### src/rtl/bsg_dramsim3_pkg.sv
// Shared types and field-position helpers for the DRAMsim3 address unmapper.
// Latency: n/a (package only).
// Backpressure: n/a (package only).
package bsg_dramsim3_pkg;

  // Address-to-DRAM mapping modes, named MSB-first.
  typedef enum logic [1:0] {
    e_ro_ra_bg_ba_co_ch = 2'd0,
    e_ro_ra_bg_ba_ch_co = 2'd1,
    e_ro_ch_ra_ba_bg_co = 2'd2
  } bsg_dramsim3_map_e;

  // Never returns zero, so it is always usable as a port width.
  function automatic int bsg_dramsim3_safe_clog2(input int n);
    return (n <= 1) ? 1 : $clog2(n);
  endfunction

  // Exact field width; zero for a single-entry dimension.
  function automatic int bsg_dramsim3_lg(input int n);
    return (n <= 1) ? 0 : $clog2(n);
  endfunction

  // Lowest channel-bit position in the flat address for a given mode.
  function automatic int bsg_dramsim3_ch_pos(input bsg_dramsim3_map_e m,
                                             input int off_w, input int co_w,
                                             input int bg_w, input int ba_w,
                                             input int ra_w);
    case (m)
      e_ro_ra_bg_ba_ch_co: return off_w + co_w;
      e_ro_ch_ra_ba_bg_co: return off_w + co_w + bg_w + ba_w + ra_w;
      default:             return off_w;
    endcase
  endfunction

  // Position of bank-group bits once the channel bits have been squeezed out
  // of an e_ro_ch_ra_ba_bg_co address (bg sits directly above the column).
  function automatic int bsg_dramsim3_bg_pos(input int off_w, input int co_w);
    return off_w + co_w;
  endfunction

  // Position of bank bits in the same squeezed e_ro_ch_ra_ba_bg_co address.
  function automatic int bsg_dramsim3_ba_pos(input int off_w, input int co_w,
                                             input int bg_w);
    return off_w + co_w + bg_w;
  endfunction

endpackage

### src/rtl/bsg_dramsim3_addr_decode.sv
// Combinational split of a flat address into channel id and channel address.
// Latency: 0 cycles (pure combinational).
// Backpressure: none; the caller registers the result.
// Ports: mode_i selects the mapping, addr_i is the flat byte address,
//        ch_id_o/ch_addr_o/misaligned_o are the decoded fields.
module bsg_dramsim3_addr_decode
  import bsg_dramsim3_pkg::*;
  #(parameter int channel_addr_width_p = 31
   ,parameter int data_width_p         = 64
   ,parameter int num_channels_p       = 2
   ,parameter int num_columns_p        = 1024
   ,parameter int num_rows_p           = 16384
   ,parameter int num_ba_p             = 4
   ,parameter int num_bg_p             = 4
   ,parameter int num_ranks_p          = 1
   ,localparam int lg_num_channels_lp  = bsg_dramsim3_lg(num_channels_p)
   ,localparam int lg_ch_w_lp          = bsg_dramsim3_safe_clog2(num_channels_p)
   ,localparam int addr_width_lp       = lg_num_channels_lp + channel_addr_width_p
   )
  (input  bsg_dramsim3_map_e                 mode_i
  ,input  logic [addr_width_lp-1:0]          addr_i
  ,output logic [lg_ch_w_lp-1:0]             ch_id_o
  ,output logic [channel_addr_width_p-1:0]   ch_addr_o
  ,output logic                              misaligned_o
  );

  localparam int off_w_lp = bsg_dramsim3_safe_clog2(data_width_p/8);
  localparam int co_w_lp  = bsg_dramsim3_lg(num_columns_p);
  localparam int ba_w_lp  = bsg_dramsim3_lg(num_ba_p);
  localparam int bg_w_lp  = bsg_dramsim3_lg(num_bg_p);
  localparam int ra_w_lp  = bsg_dramsim3_lg(num_ranks_p);
  localparam int ro_w_lp  = bsg_dramsim3_lg(num_rows_p);

  localparam int pos_co_ch_lp = bsg_dramsim3_ch_pos(e_ro_ra_bg_ba_co_ch, off_w_lp, co_w_lp, bg_w_lp, ba_w_lp, ra_w_lp);
  localparam int pos_ch_co_lp = bsg_dramsim3_ch_pos(e_ro_ra_bg_ba_ch_co, off_w_lp, co_w_lp, bg_w_lp, ba_w_lp, ra_w_lp);
  localparam int pos_ro_ch_lp = bsg_dramsim3_ch_pos(e_ro_ch_ra_ba_bg_co, off_w_lp, co_w_lp, bg_w_lp, ba_w_lp, ra_w_lp);

  // Source positions inside the squeezed e_ro_ch_ra_ba_bg_co address.
  localparam int bg_src_lp = bsg_dramsim3_bg_pos(off_w_lp, co_w_lp);
  localparam int ba_src_lp = bsg_dramsim3_ba_pos(off_w_lp, co_w_lp, bg_w_lp);
  localparam int ra_src_lp = ba_src_lp + ba_w_lp;
  localparam int ro_src_lp = ra_src_lp + ra_w_lp;

  // Destination positions in channel-address order ro|ra|bg|ba|co|offset.
  localparam int ba_dst_lp = off_w_lp + co_w_lp;
  localparam int bg_dst_lp = ba_dst_lp + ba_w_lp;
  localparam int ra_dst_lp = bg_dst_lp + bg_w_lp;
  localparam int ro_dst_lp = ra_dst_lp + ra_w_lp;

  typedef logic [addr_width_lp-1:0] flat_t;

  function automatic flat_t mask(input int n);
    flat_t m;
    m = '0;
    for (int i = 0; i < addr_width_lp; i++) begin
      if (i < n) m[i] = 1'b1;
    end
    return m;
  endfunction

  // Remove the channel bits at position p, closing the gap.
  function automatic flat_t squeeze(input flat_t a, input int p);
    return (a & mask(p)) | ((a >> (p + lg_num_channels_lp)) << p);
  endfunction

  flat_t sq;
  flat_t flat;
  flat_t chf;

  always_comb begin
    sq   = '0;
    flat = '0;
    chf  = '0;
    case (mode_i)
      e_ro_ra_bg_ba_ch_co: begin
        chf  = (addr_i >> pos_ch_co_lp) & mask(lg_num_channels_lp);
        flat = squeeze(addr_i, pos_ch_co_lp);
      end
      e_ro_ch_ra_ba_bg_co: begin
        chf  = (addr_i >> pos_ro_ch_lp) & mask(lg_num_channels_lp);
        sq   = squeeze(addr_i, pos_ro_ch_lp);
        // bg sits below ba in this layout; channel order wants ba lowest.
        flat = (((sq >> off_w_lp)  & mask(co_w_lp)) << off_w_lp)
             | (((sq >> ba_src_lp) & mask(ba_w_lp)) << ba_dst_lp)
             | (((sq >> bg_src_lp) & mask(bg_w_lp)) << bg_dst_lp)
             | (((sq >> ra_src_lp) & mask(ra_w_lp)) << ra_dst_lp)
             | (((sq >> ro_src_lp) & mask(ro_w_lp)) << ro_dst_lp);
      end
      default: begin
        chf  = (addr_i >> pos_co_ch_lp) & mask(lg_num_channels_lp);
        flat = squeeze(addr_i, pos_co_ch_lp);
      end
    endcase
    // Byte-offset bits never reach the channel address.
    flat = flat & ~mask(off_w_lp);
  end

  assign ch_id_o      = lg_ch_w_lp'(chf);
  assign ch_addr_o    = channel_addr_width_p'(flat);
  assign misaligned_o = |addr_i[off_w_lp-1:0];

endmodule

### src/rtl/bsg_dramsim3_unmap_pipe.sv
// Unmaps flat addresses to (channel, channel address) with a runtime-selectable mode.
// Latency: 1 cycle from accepted request to v_o.
// Backpressure: valid-ready both sides; a mode change drains the output stage first.
// Ports: clk_i/reset_n_i (async active-low); cfg_v_i/cfg_mode_i/cfg_yumi_o mode change;
//        v_i/addr_i/ready_o request in; v_o/ch_id_o/ch_addr_o/misaligned_o/ready_i result out;
//        mode_o active mode. Define BSG_DRAMSIM3_UNMAP_STATS_EN to add stats_o and
//        misaligned_cnt_o saturating counters of completed output handshakes.
module bsg_dramsim3_unmap_pipe
  import bsg_dramsim3_pkg::*;
  #(parameter int channel_addr_width_p = 31
   ,parameter int data_width_p         = 64
   ,parameter int num_channels_p       = 2
   ,parameter int num_columns_p        = 1024
   ,parameter int num_rows_p           = 16384
   ,parameter int num_ba_p             = 4
   ,parameter int num_bg_p             = 4
   ,parameter int num_ranks_p          = 1
   ,parameter bsg_dramsim3_map_e init_mode_p = e_ro_ra_bg_ba_co_ch
   ,localparam int lg_num_channels_lp  = bsg_dramsim3_lg(num_channels_p)
   ,localparam int lg_ch_w_lp          = bsg_dramsim3_safe_clog2(num_channels_p)
   ,localparam int addr_width_lp       = lg_num_channels_lp + channel_addr_width_p
   )
  (input  logic                             clk_i
  ,input  logic                             reset_n_i
  ,input  logic                             cfg_v_i
  ,input  bsg_dramsim3_map_e                cfg_mode_i
  ,output logic                             cfg_yumi_o
  ,input  logic                             v_i
  ,input  logic [addr_width_lp-1:0]         addr_i
  ,output logic                             ready_o
  ,output logic                             v_o
  ,output logic [lg_ch_w_lp-1:0]            ch_id_o
  ,output logic [channel_addr_width_p-1:0]  ch_addr_o
  ,output logic                             misaligned_o
  ,input  logic                             ready_i
  ,output bsg_dramsim3_map_e                mode_o
`ifdef BSG_DRAMSIM3_UNMAP_STATS_EN
  ,output logic [num_channels_p-1:0][31:0]  stats_o
  ,output logic [31:0]                      misaligned_cnt_o
`endif
  );

  localparam logic [0:0] state_run   = 1'b0;
  localparam logic [0:0] state_drain = 1'b1;

  logic [0:0]        state_r;
  bsg_dramsim3_map_e mode_r;
  logic              cfg_req;
  logic              mode_legal;
  logic              accept;

  logic [lg_ch_w_lp-1:0]           dec_ch_id;
  logic [channel_addr_width_p-1:0] dec_ch_addr;
  logic                            dec_misaligned;

  bsg_dramsim3_addr_decode
    #(.channel_addr_width_p(channel_addr_width_p)
     ,.data_width_p        (data_width_p)
     ,.num_channels_p      (num_channels_p)
     ,.num_columns_p       (num_columns_p)
     ,.num_rows_p          (num_rows_p)
     ,.num_ba_p            (num_ba_p)
     ,.num_bg_p            (num_bg_p)
     ,.num_ranks_p         (num_ranks_p)
     )
    decode
     (.mode_i      (mode_r)
     ,.addr_i      (addr_i)
     ,.ch_id_o     (dec_ch_id)
     ,.ch_addr_o   (dec_ch_addr)
     ,.misaligned_o(dec_misaligned)
     );

  // cfg_v_i is still high during the acknowledge cycle; that is not a new request.
  assign cfg_req    = cfg_v_i & ~cfg_yumi_o;
  assign ready_o    = (state_r == state_run) & ~cfg_req & (~v_o | ready_i);
  assign accept     = v_i & ready_o;
  assign mode_legal = cfg_mode_i inside {e_ro_ra_bg_ba_co_ch, e_ro_ra_bg_ba_ch_co, e_ro_ch_ra_ba_bg_co};
  assign mode_o     = mode_r;

  always_ff @(posedge clk_i or negedge reset_n_i) begin
    if (!reset_n_i) begin
      state_r    <= state_run;
      mode_r     <= init_mode_p;
      cfg_yumi_o <= 1'b0;
    end else begin
      cfg_yumi_o <= 1'b0;
      case (state_r)
        state_run: begin
          if (cfg_req) state_r <= state_drain;
        end
        default: begin
          // Switch only once the output stage is empty so no result mixes modes.
          if (~v_o) begin
            state_r    <= state_run;
            cfg_yumi_o <= 1'b1;
            if (mode_legal) mode_r <= cfg_mode_i;
          end
        end
      endcase
    end
  end

  always_ff @(posedge clk_i or negedge reset_n_i) begin
    if (!reset_n_i) begin
      v_o          <= 1'b0;
      ch_id_o      <= '0;
      ch_addr_o    <= '0;
      misaligned_o <= 1'b0;
    end else if (accept) begin
      v_o          <= 1'b1;
      ch_id_o      <= dec_ch_id;
      ch_addr_o    <= dec_ch_addr;
      misaligned_o <= dec_misaligned;
    end else if (ready_i) begin
      v_o <= 1'b0;
    end
  end

`ifdef BSG_DRAMSIM3_UNMAP_STATS_EN
  always_ff @(posedge clk_i or negedge reset_n_i) begin
    if (!reset_n_i) begin
      stats_o          <= '0;
      misaligned_cnt_o <= '0;
    end else if (v_o & ready_i) begin
      for (int c = 0; c < num_channels_p; c++) begin
        if ((ch_id_o == lg_ch_w_lp'(c)) && (stats_o[c] != 32'hffff_ffff))
          stats_o[c] <= stats_o[c] + 32'd1;
      end
      if (misaligned_o && (misaligned_cnt_o != 32'hffff_ffff))
        misaligned_cnt_o <= misaligned_cnt_o + 32'd1;
    end
  end
`endif

endmodule

### config.mk
export PLATFORM = sky130hd
export DESIGN_NAME = bsg_dramsim3_unmap_pipe
export DESIGN_NICKNAME = d
export VERILOG_FILES = /design/src/rtl/bsg_dramsim3_pkg.sv /design/src/rtl/bsg_dramsim3_addr_decode.sv /design/src/rtl/bsg_dramsim3_unmap_pipe.sv
export SDC_FILE = /design/constraint.sdc
export NUM_CORES = 1
export LEC_CHECK = 0
export ABC_CLOCK_PERIOD_IN_PS = 1700
export BUFFER_PORTS_ARGS = -buffer_cell sky130_fd_sc_hd__buf_2
export CAP_MARGIN = 5
export CORE_ASPECT_RATIO = 1.1
export CORE_MARGIN = 4
export CORE_UTILIZATION = 25
export DETAILED_ROUTE_END_ITERATION = 10
export PLACE_DENSITY = 0.52
export SYNTH_ARGS = -nofsm -noshare
export SYNTH_HDL_FRONTEND = slang
export SYNTH_HIERARCHICAL = 1
export SYNTH_SLANG_ARGS = --single-unit
### constraint.sdc
create_clock -name clk_i -period 1.7 [get_ports clk_i]
set_input_delay 0.17 -clock clk_i [delete_from_list [all_inputs] [get_ports clk_i]]
set_output_delay 0.17 -clock clk_i [all_outputs]
set_load 0.1 [all_outputs]
---- Word level (Yosys, flattened, before mapping) ----
Cells that the tools add are included.
storage, ports and cells
  input port bits ......................... 39
  register bits ........................... 35
  logic and storage cells ................. 47
  output and inout port bits .............. 38
  ROM bits ................................ 0
  memories kept ........................... 0
  bits in latches ......................... 0
  bits in writable memories ............... 0
cells by class
  add/sub/neg operators ................... 0
  divide/modulo/power cells ............... 0
  bitwise operators ....................... 18
  muxes and demuxes ....................... 12
  shift operators ......................... 0
  magnitude comparators ................... 0
  multipliers ............................. 0
  reductions and logical operators ........ 6
  equality and inequality tests ........... 4
operators by type and width
  operator                                        count
  bitwise OR 31 bit                               4
  one-hot mux 31 bit (2 select lines)             1
  bitwise AND 31 x 13 -> 31 bit                   1
  bitwise AND 31 x 17 -> 31 bit                   1
  bitwise AND 31 x 3 -> 31 bit                    1
  bitwise OR 31 x 17 -> 31 bit                    1
  bitwise OR 13 x 15 -> 15 bit                    1
  2-to-1 mux 1 bit                                10
  bitwise AND 1 bit                               4
  == test 2 x 1 -> 1 bit (second input constant)  2
  == test 2 bit (second input constant)           2
  inverter 1 bit                                  4
  AND reduction 3 bit                             1
  nonzero test 3 bit                              1
  OR reduction 3 bit                              1
  zero test 2 bit                                 1
  one-hot mux 1 bit (2 select lines)              1
  nonzero test 2 bit                              1
  OR reduction 2 bit                              1
  bitwise OR 1 bit                                1

---- Depth between registers and ports, before layout ----
Gate-level depths: netlist of run 1.
  word-level depth ........................ 8
  depth in mapped cells ................... 6
  mapped depth without buffers ............ 5

---- Hierarchy ----
Netlist of run 1, hierarchy kept.
modules (own cells, without submodules)
  module                    instances  sequential area each (sq um)  area an instance (sq um)  cells each
  bsg_dramsim3_unmap_pipe   1          950.9                         1,587.8                   90
  bsg_dramsim3_addr_decode  1          0.0                           397.9                     68

---- Worst setup path before layout of run 1 ----
No wires, ideal clock.
  path kind ............................... reg2out
  start point ............................. register cfg_yumi_o
  end point ............................... output ready_o
  stages on the path, launching flop included .. 4
  path slack .............................. -0.895 ns
  arrival ................................. 2.425 ns
  path buffers ............................ 0
  data required time ...................... 1.530 ns
  cells stage by stage .................... dfrtp_1 > nand2b_1 > nand2_1 > nor2_1
between the ends
  word-level cells in the longest chain between the ends .. 5
RTL lines
  item                            line                           text
  start: declaration              bsg_dramsim3_unmap_pipe.sv:27  ,output logic cfg_yumi_o
  start signal: assignment        bsg_dramsim3_unmap_pipe.sv:85  cfg_yumi_o <= 1'b0;
  start signal: assignment        bsg_dramsim3_unmap_pipe.sv:87  cfg_yumi_o <= 1'b0;
  start signal: assignment        bsg_dramsim3_unmap_pipe.sv:96  cfg_yumi_o <= 1'b1;
  inverter 1 bit                  bsg_dramsim3_unmap_pipe.sv:75  assign cfg_req = cfg_v_i & ~cfg_yumi_o;
  bitwise AND 1 bit               bsg_dramsim3_unmap_pipe.sv:75
  inverter 1 bit                  bsg_dramsim3_unmap_pipe.sv:76  assign ready_o = (state_r == state_run) & ~cfg_req & (~v_o | ready_i);
  bitwise AND 1 bit (2 in a row)  bsg_dramsim3_unmap_pipe.sv:76
  end: declaration                bsg_dramsim3_unmap_pipe.sv:30  ,output logic ready_o
No other way between the ends.

---- Final worst setup path of run 1 ----
Same ends and word-level chain as after synthesis.

==> results by group, run 1 <==
Outcome
  – Result of the run: completed

Global route
  – Total global routing track utilization: 0.103
  – Antenna violations before repair: 0
  – GR Overflow Total: 0
  – Global-route wire length before repair: 7580 um
  – Number of global-route vias before repair: 1490
  – Largest net degree at the start of global routing: 24

Placement
  – Placed Area: 2520 um^2
  – Post-detail-place hpwl: 3660 um
  – Final weighted congestion of routability-driven global placement: 0.679
  – Count of buffers from port buffering: 76
  – Post-Place Setup Slack: 0.0521 ns

Floorplan
  – DIE WIDTH: 93.0 um
  – Height of the chip: 101 um
  – I/O pin count: 77
  – Die outline area: 9430 um^2
  – Site Rows: 33
  – Starting Density: 0.261
  – Placeable core region: 7600 um^2

Logic synthesis
  – Mux cell area share after synthesis: 0.242
  – Adder and majority gate portion of the synthesized area: 0.0126
  – Largest family of logic cells by synthesized area: multiplexers
  – Synthesis-stage register bit count: 38
  – Cell area after technology mapping: 1990 um^2
  – Yosys Warn Count: 6
  – Mean cell area of the mapped netlist: 12.6 um^2
  – Cell type with the highest aggregate area in the netlist: sky130_fd_sc_hd__dfrtp_1
  – Distinct cell type count of the synthesized netlist: 25
  – Fraction of the mapped netlist area in simple logic gates: 0.106
  – Biggest area contributors in the synthesized netlist: sky130_fd_sc_hd__dfrtp_1, sky130_fd_sc_hd__mux2_4, sky130_fd_sc_hd__nor2b_1
  – Xor/xnor share of the synthesized area: 0
  – Gate count of the mapped netlist: 158
  – Share of the synthesized area in compound gates (AO/OA/AOI/OAI): 0.0895
  – Fraction of the yosys area taken by sequential cells: 0.479
  – Synth top area share: 0.479

Setup path
  – Capturing element type of the critical path: primary output
  – Crit path kind: flip-flop to primary output
  – Crit path launch type: flip-flop
  – Data arrival time at the worst-slack endpoint: 1.43 ns
  – FF-to-FF Start: mode_o[0]$_DFFE_PN0P_
  – Crit path max fanout: 3
  – Crit path launch: cfg_yumi_o$_DFF_PN0_
  – Worst Path Required: 1.53 ns

Timing
  – Setup violators final: 0
  – Fin. max-slew vios: 0
  – Worst slack on hold paths: 0.139 ns
  – Final setup slack of the worst path: 0.100 ns
  – Highest achievable clock rate: 625 MHz
  – Unrepaired setup endpoints after global routing: false
  – Layout Skew: 0.00548 ns
  – Worst Max-Slew Pin Slew: 0.524 ns
  – Hold Violations, Final: 0
  – Clock period minus worst slack: 1.60 ns
  – Final worst-path cycle share: 0.941
  – Max_slew headroom: 0.651

Routing
  – Detailed-router iteration count before antenna repair: 2
  – Number of design-rule violations left by the first detailed-router iteration: 30
  – Post-DR wirelength/cell: 13.8 um
  – Via count: 1440
  – Met1 routed wirelength after detailed routing: 2170 um
  – Met2 WL post-DR: 2220 um
  – Avg Vias per Cell: 4.16
  – Top layer in use: met4
  – Aggregate routed wire length: 4760 um
  – DRC viols: 0
  – Metal3 WL: 324 um
  – Number of routed nets with antenna violations: 0

Final layout
  – Net count, final: 281
  – Count of inserted antenna diode cells: 0
  – Signed area change from the synthesized netlist to the final layout: 32.1%
  – Number of fillers in the final layout: 800
  – Share of post-route cells with drive strength above 1: 0.560
  – Share of the core filled with cells: 0.345
  – Post-layout instance area: 2620 um^2

Min path
  – Path type of the worst min-delay path: input pin to flip-flop
  – Worst Min Path Start: cfg_mode_i[0]

CTS
  – Maximum root-to-sink buffer count: 2
  – # clock sinks: 38
  – Clock Latency Late Sink: 0.28 ns
  – Clk Tree Root Cell: sky130_fd_sc_hd__clkbuf_8
  – CTS tree: done
  – Total clock buffers created by CTS: 5
  – Clk pin slew, worst setup/hold paths: 0.07 ns
  – Number of buffers inserted by post-CTS setup repair: 0
  – Count of H-tree levels built during CTS: 2

Run
  – Max_cap viols: 0
==> worst paths after layout <==
| kind | slack [ns] | to | depth (start not counted) |
|---|---|---|---|
| hold reg to reg | 0.50 | ch_addr_o[24]$_DFFE_PN0P_ | 1 |
| min in group asynchronous | 0.40 | ch_addr_o[11]$_DFFE_PN0P_ | 2 |
| setup reg to reg | 0.13 | ch_addr_o[14]$_DFFE_PN0P_ | 5 |
| max in group asynchronous | 0.75 | ch_addr_o[1]$_DFFE_PN0P_ | 3 |
| hold / removal | 0.14 | mode_o[0]$_DFFE_PN0P_ | 2 |
| setup / recovery | 0.10 | ready_o | 4 |
==> synth_stat cells <==
cell                       instances
sky130_fd_sc_hd__a22oi_1           1
sky130_fd_sc_hd__buf_6             1
sky130_fd_sc_hd__nor2b_1          15
sky130_fd_sc_hd__nor3_4            1
sky130_fd_sc_hd__buf_4             4
sky130_fd_sc_hd__nand2_1          13
sky130_fd_sc_hd__o21ai_0          11
sky130_fd_sc_hd__buf_2             3
sky130_fd_sc_hd__conb_1            1
sky130_fd_sc_hd__mux2_2            4
sky130_fd_sc_hd__or2_1             1
sky130_fd_sc_hd__mux2_4           29
sky130_fd_sc_hd__or3_1             1
sky130_fd_sc_hd__ha_1              2
sky130_fd_sc_hd__o21ai_1          11
sky130_fd_sc_hd__buf_12            3
sky130_fd_sc_hd__a22o_1            4
sky130_fd_sc_hd__nand2b_1          3
sky130_fd_sc_hd__and4b_1           1
sky130_fd_sc_hd__a21o_1            1
sky130_fd_sc_hd__nor2_1            3
sky130_fd_sc_hd__o22a_1            2
sky130_fd_sc_hd__dfrtp_1          38
sky130_fd_sc_hd__inv_1             4
sky130_fd_sc_hd__clkbuf_2          1
==> kinds of logic after synthesis <==
kind of cell / Yosys count
multiplexers: 33
other: 1
flip-flops: 38
adder cells (fa/ha/maj): 2
buffers and inverters: 16
AO/OA/AOI/OAI: 30
AND/OR/NAND/NOR: 38
==> critical path: stages (launching register included) <==
cell and delay, ns:
sky130_fd_sc_hd__dfrtp_4 0.40, sky130_fd_sc_hd__nand2b_1 0.14, sky130_fd_sc_hd__nand2_1 0.10, sky130_fd_sc_hd__nor2_4 0.08, sky130_fd_sc_hd__buf_2 0.42
==> cells in the final DEF, fill, tap and decap left out, drive strengths merged, types with 2 or more instances in the layout <==
cell / n
a22o: 4
o22a: 2
dfrtp: 38
inv: 4
nand2: 13
mux2: 33
nand2b: 3
buf: 84
nor2: 3
ha: 2
clkbuf: 7
nor2b: 15
o21ai: 22
conb: 3
==> state kept, by name, indices dropped and copies added (netlist names) <==
| signal | count |
|---|---|
| v_o | 1 |
| misaligned_o | 1 |
| ch_id_o | 1 |
| ch_addr_o | 31 |
| cfg_yumi_o | 1 |
| mode_o | 2 |
| state_r | 1 |
==> per-stage QoR <==
stage / setup TNS (ns) / cells
after detailed placement: 0 / 337
after global placement: 0 / 337
after global routing: 0 / 346
after floorplan: -0.0308 / 160
after CTS: 0 / 346
final: 0 / 346
==> per-layer routing <==
metal,vias up,track usage
li1,697,-
met1,693,0.133
met2,46,0.164
met3,4,0.0342
met4,0,0.0304
met5,-,0
==> timing repair <==
item	in CTS	in global routing
hold buffers	1	0
endpoints found under the hold margin	21	0
setup endpoints to repair	0	5
resized for setup	0	1
==> cell type report <==
cell class	count	area [um^2]	share of cell area
multi-input combinational	106	935	0.356
timing repair buffer	85	488	0.186
clock buffer	7	86.3	0.0329
tap	105	131	0.0501
clock inverter	1	5.00	0.00191
inverter	4	15.0	0.00572
sequential	38	963	0.367
Power of run 1 is not shown: default switching activity piles up to over one toggle a cycle in this logic, so the estimate is an artifact.
==> run 2: changes to the inputs <==
- ABC_CLOCK_PERIOD_IN_PS: 1700 -> 1500
- PLACE_DENSITY: 0.52 -> 0.51
- clock period: 1.7 -> 1.5 ns (I/O delays scaled with it)
==> results by group, run 2 (synthesis gave the netlist of run 1 again) <==
Floorplan
  – I/O pin count: 77 (unchanged)
  – Placeable core region: 7600 um^2 (unchanged)
  – Height of the chip: 101 um (unchanged)
  – DIE WIDTH: 93.0 um (unchanged)
  – Site Rows: 33 (unchanged)
  – Die outline area: 9430 um^2 (unchanged)
  – Starting Density: 0.261 (unchanged)

Setup path
  – Capture instance of the worst register-to-register path: ch_addr_o[15]$_DFFE_PN0P_ (was ch_addr_o[14]$_DFFE_PN0P_)
  – Crit path launch: mode_o[1]$_DFFE_PN0P_ (was cfg_yumi_o$_DFF_PN0_)
  – Worst-case register-to-register setup slack: -0.08 ns (was 0.13 ns)
  – Worst Path Required: 1.68 ns (was 1.53 ns)
  – Crit path max fanout: 5 (was 3)
  – R2R depth: 4 (was 5)
  – Crit path kind: flip-flop to flip-flop (was flip-flop to primary output)
  – Crit path launch type: flip-flop (unchanged)
  – Capturing element type of the critical path: flip-flop (was primary output)
  – CP endpoint: ch_addr_o[15]$_DFFE_PN0P_ (was ready_o)
  – Data arrival time at the worst-slack endpoint: 1.75 ns (was 1.43 ns)
  – FF-to-FF Start: mode_o[1]$_DFFE_PN0P_ (was mode_o[0]$_DFFE_PN0P_)

Routing
  – DRC viols: 0 (unchanged)
  – Via count: 1484 (was 1440)
  – Aggregate routed wire length: 4870 um (was 4760 um)
  – Avg Vias per Cell: 4.18 (was 4.16)
  – Detailed-router iteration count before antenna repair: 4 (was 2)
  – Number of design-rule violations left by the first detailed-router iteration: 22 (was 30)
  – Post-DR wirelength/cell: 13.7 um (was 13.8 um)
  – Number of routed nets with antenna violations: 0 (unchanged)

Global route
  – Antenna violations before repair: 0 (unchanged)
  – Number of global-route vias before repair: 1463 (was 1490)
  – Largest net degree at the start of global routing: 23 (was 24)
  – Global-route wire length before repair: 7420 um (was 7580 um)
  – GR Overflow Total: 0 (unchanged)
  – Total global routing track utilization: 0.101 (was 0.103)

Timing
  – Unrepaired setup endpoints after global routing: true (was false)
  – Final worst-path cycle share: 1.05
  – Max_slew headroom: 0.653 (was 0.651)
  – Worst slack on hold paths: 0.110 ns (was 0.139 ns)
  – Final setup slack of the worst path: -0.0782 ns (was 0.100 ns)
  – Hold Violations, Final: 0 (unchanged)
  – Clock period minus worst slack: 1.58 ns
  – Fin. max-slew vios: 0 (unchanged)
  – Highest achievable clock rate: 634 MHz
  – Worst Max-Slew Pin Slew: 0.523 ns (was 0.524 ns)
  – Layout Skew: 0.00571 ns (was 0.00548 ns)
  – Setup violators final: 32 (was 0)

Final layout
  – Sequential cell area in the final layout: 966 um^2 (was 963 um^2)
  – Most flops, register: ch_addr_o (unchanged)
  – Final Instance Count excl. Fillers: 355 (was 346)
  – Commonest non-fill, non-tap cell in the layout: sky130_fd_sc_hd__buf_2 (unchanged)
  – Number of fillers in the final layout: 800 (unchanged)
  – Count of inserted antenna diode cells: 0 (unchanged)
  – Share of the core filled with cells: 0.371 (was 0.345)
  – Signed area change from the synthesized netlist to the final layout: 41.8% (was 32.1%)
  – Net count, final: 290 (was 281)
  – Share of post-route cells with drive strength above 1: 0.584 (was 0.560)
  – Area taken by multi-input logic gates: 961 um^2 (was 935 um^2)
  – Commonest cells after routing, fill and taps aside: sky130_fd_sc_hd__buf_2, sky130_fd_sc_hd__dfrtp_1, sky130_fd_sc_hd__mux2_4, sky130_fd_sc_hd__nor2b_1, sky130_fd_sc_hd__o21ai_1 (was sky130_fd_sc_hd__buf_2, sky130_fd_sc_hd__dfrtp_1, sky130_fd_sc_hd__mux2_4, sky130_fd_sc_hd__nor2b_1, sky130_fd_sc_hd__nand2_1)
  – Max FFs per register: 31 (unchanged)

CTS
  – # clock sinks: 38 (unchanged)
  – Total clock buffers created by CTS: 5 (unchanged)
  – Clk Tree Root Cell: sky130_fd_sc_hd__clkbuf_8 (unchanged)
  – Clk pin slew, worst setup/hold paths: 0.07 ns (about the same)
  – CTS tree: done (unchanged)
  – Maximum root-to-sink buffer count: 2 (unchanged)
  – Clock Latency Late Sink: 0.29 ns (was 0.28 ns)
  – Count of H-tree levels built during CTS: 2 (unchanged)

Outcome
  – Violations in the final reports: setup timing
  – Result of the run: finished with violations (was completed)

Min path
  – Worst Min Path Start: cfg_mode_i[0] (unchanged)
  – Path type of the worst min-delay path: input pin to flip-flop (unchanged)

Placement
  – Post-detail-place hpwl: 3450 um (was 3660 um)
  – Final weighted congestion of routability-driven global placement: 0.714 (was 0.679)
  – Count of buffers from port buffering: 76 (unchanged)
  – Total instance count after detailed placement: 341 (was 337)

Run
  – Max_cap viols: 0 (unchanged)
## run 2: worst max-delay path, stage by stage (launching register included)
cell and delay (ns):
sky130_fd_sc_hd__dfrtp_4 0.50, sky130_fd_sc_hd__ha_4 0.27, sky130_fd_sc_hd__or2_4 0.24, sky130_fd_sc_hd__a22o_1 0.19, sky130_fd_sc_hd__mux2_4 0.25
## run 2: repair_timing
item | 4_1_cts | 5_1_grt
hold buffers | 1 | 0
endpoints found under the hold margin | 16 | 0
cloned | 0 | 4
setup endpoints to repair | 18 | 33
setup buffers | 0 | 1
resized for setup | 1 | 7
pin swaps | 0 | 2
## run 2: stage by stage
| stage | TNS [ns] | setup WS, ns | instance area [um^2] |
|---|---|---|---|
| after floorplan | -6.11 | -0.209 | 2040 |
| after global placement | -0.188 | -0.0366 | 2600 |
| after detailed placement | -0.471 | -0.0584 | 2600 |
| after CTS | -0.770 | -0.0717 | 2710 |
| after global routing | -2.68 | -0.116 | 2820 |
| final | -1.11 | -0.0782 | 2820 |
## run 2: final cells by class
type,count,share of cell area
sequential,38,0.343
multi-input combinational,106,0.341
timing repair buffer,94,0.231
tap,105,0.0466
clock buffer,7,0.0307
inverter,4,0.00533
clock inverter,1,0.00178
## run 2: how the worst min path moves through the flow
stage                                end  cells past startpoint
2_1_floorplan   ch_addr_o[0]$_DFFE_PN0P_                      0
3_3_place_gp   ch_addr_o[25]$_DFFE_PN0P_                      1
3_5_place_dp   ch_addr_o[25]$_DFFE_PN0P_                      1
4_1_cts            mode_o[0]$_DFFE_PN0P_                      2
5_1_grt            mode_o[0]$_DFFE_PN0P_                      2
6_report           mode_o[0]$_DFFE_PN0P_                      2
## run 2: metal layers
metal | part of all wire | vias to the layer above | global-route usage
met5 | 0 | - | 0
met4 | 0.013 | 0 | 0.0338
met3 | 0.063 | 5 | 0.0297
met2 | 0.45 | 55 | 0.160
met1 | 0.48 | 709 | 0.134
li1 | - | 715 | -
Power of run 2 is left out for the same reason.
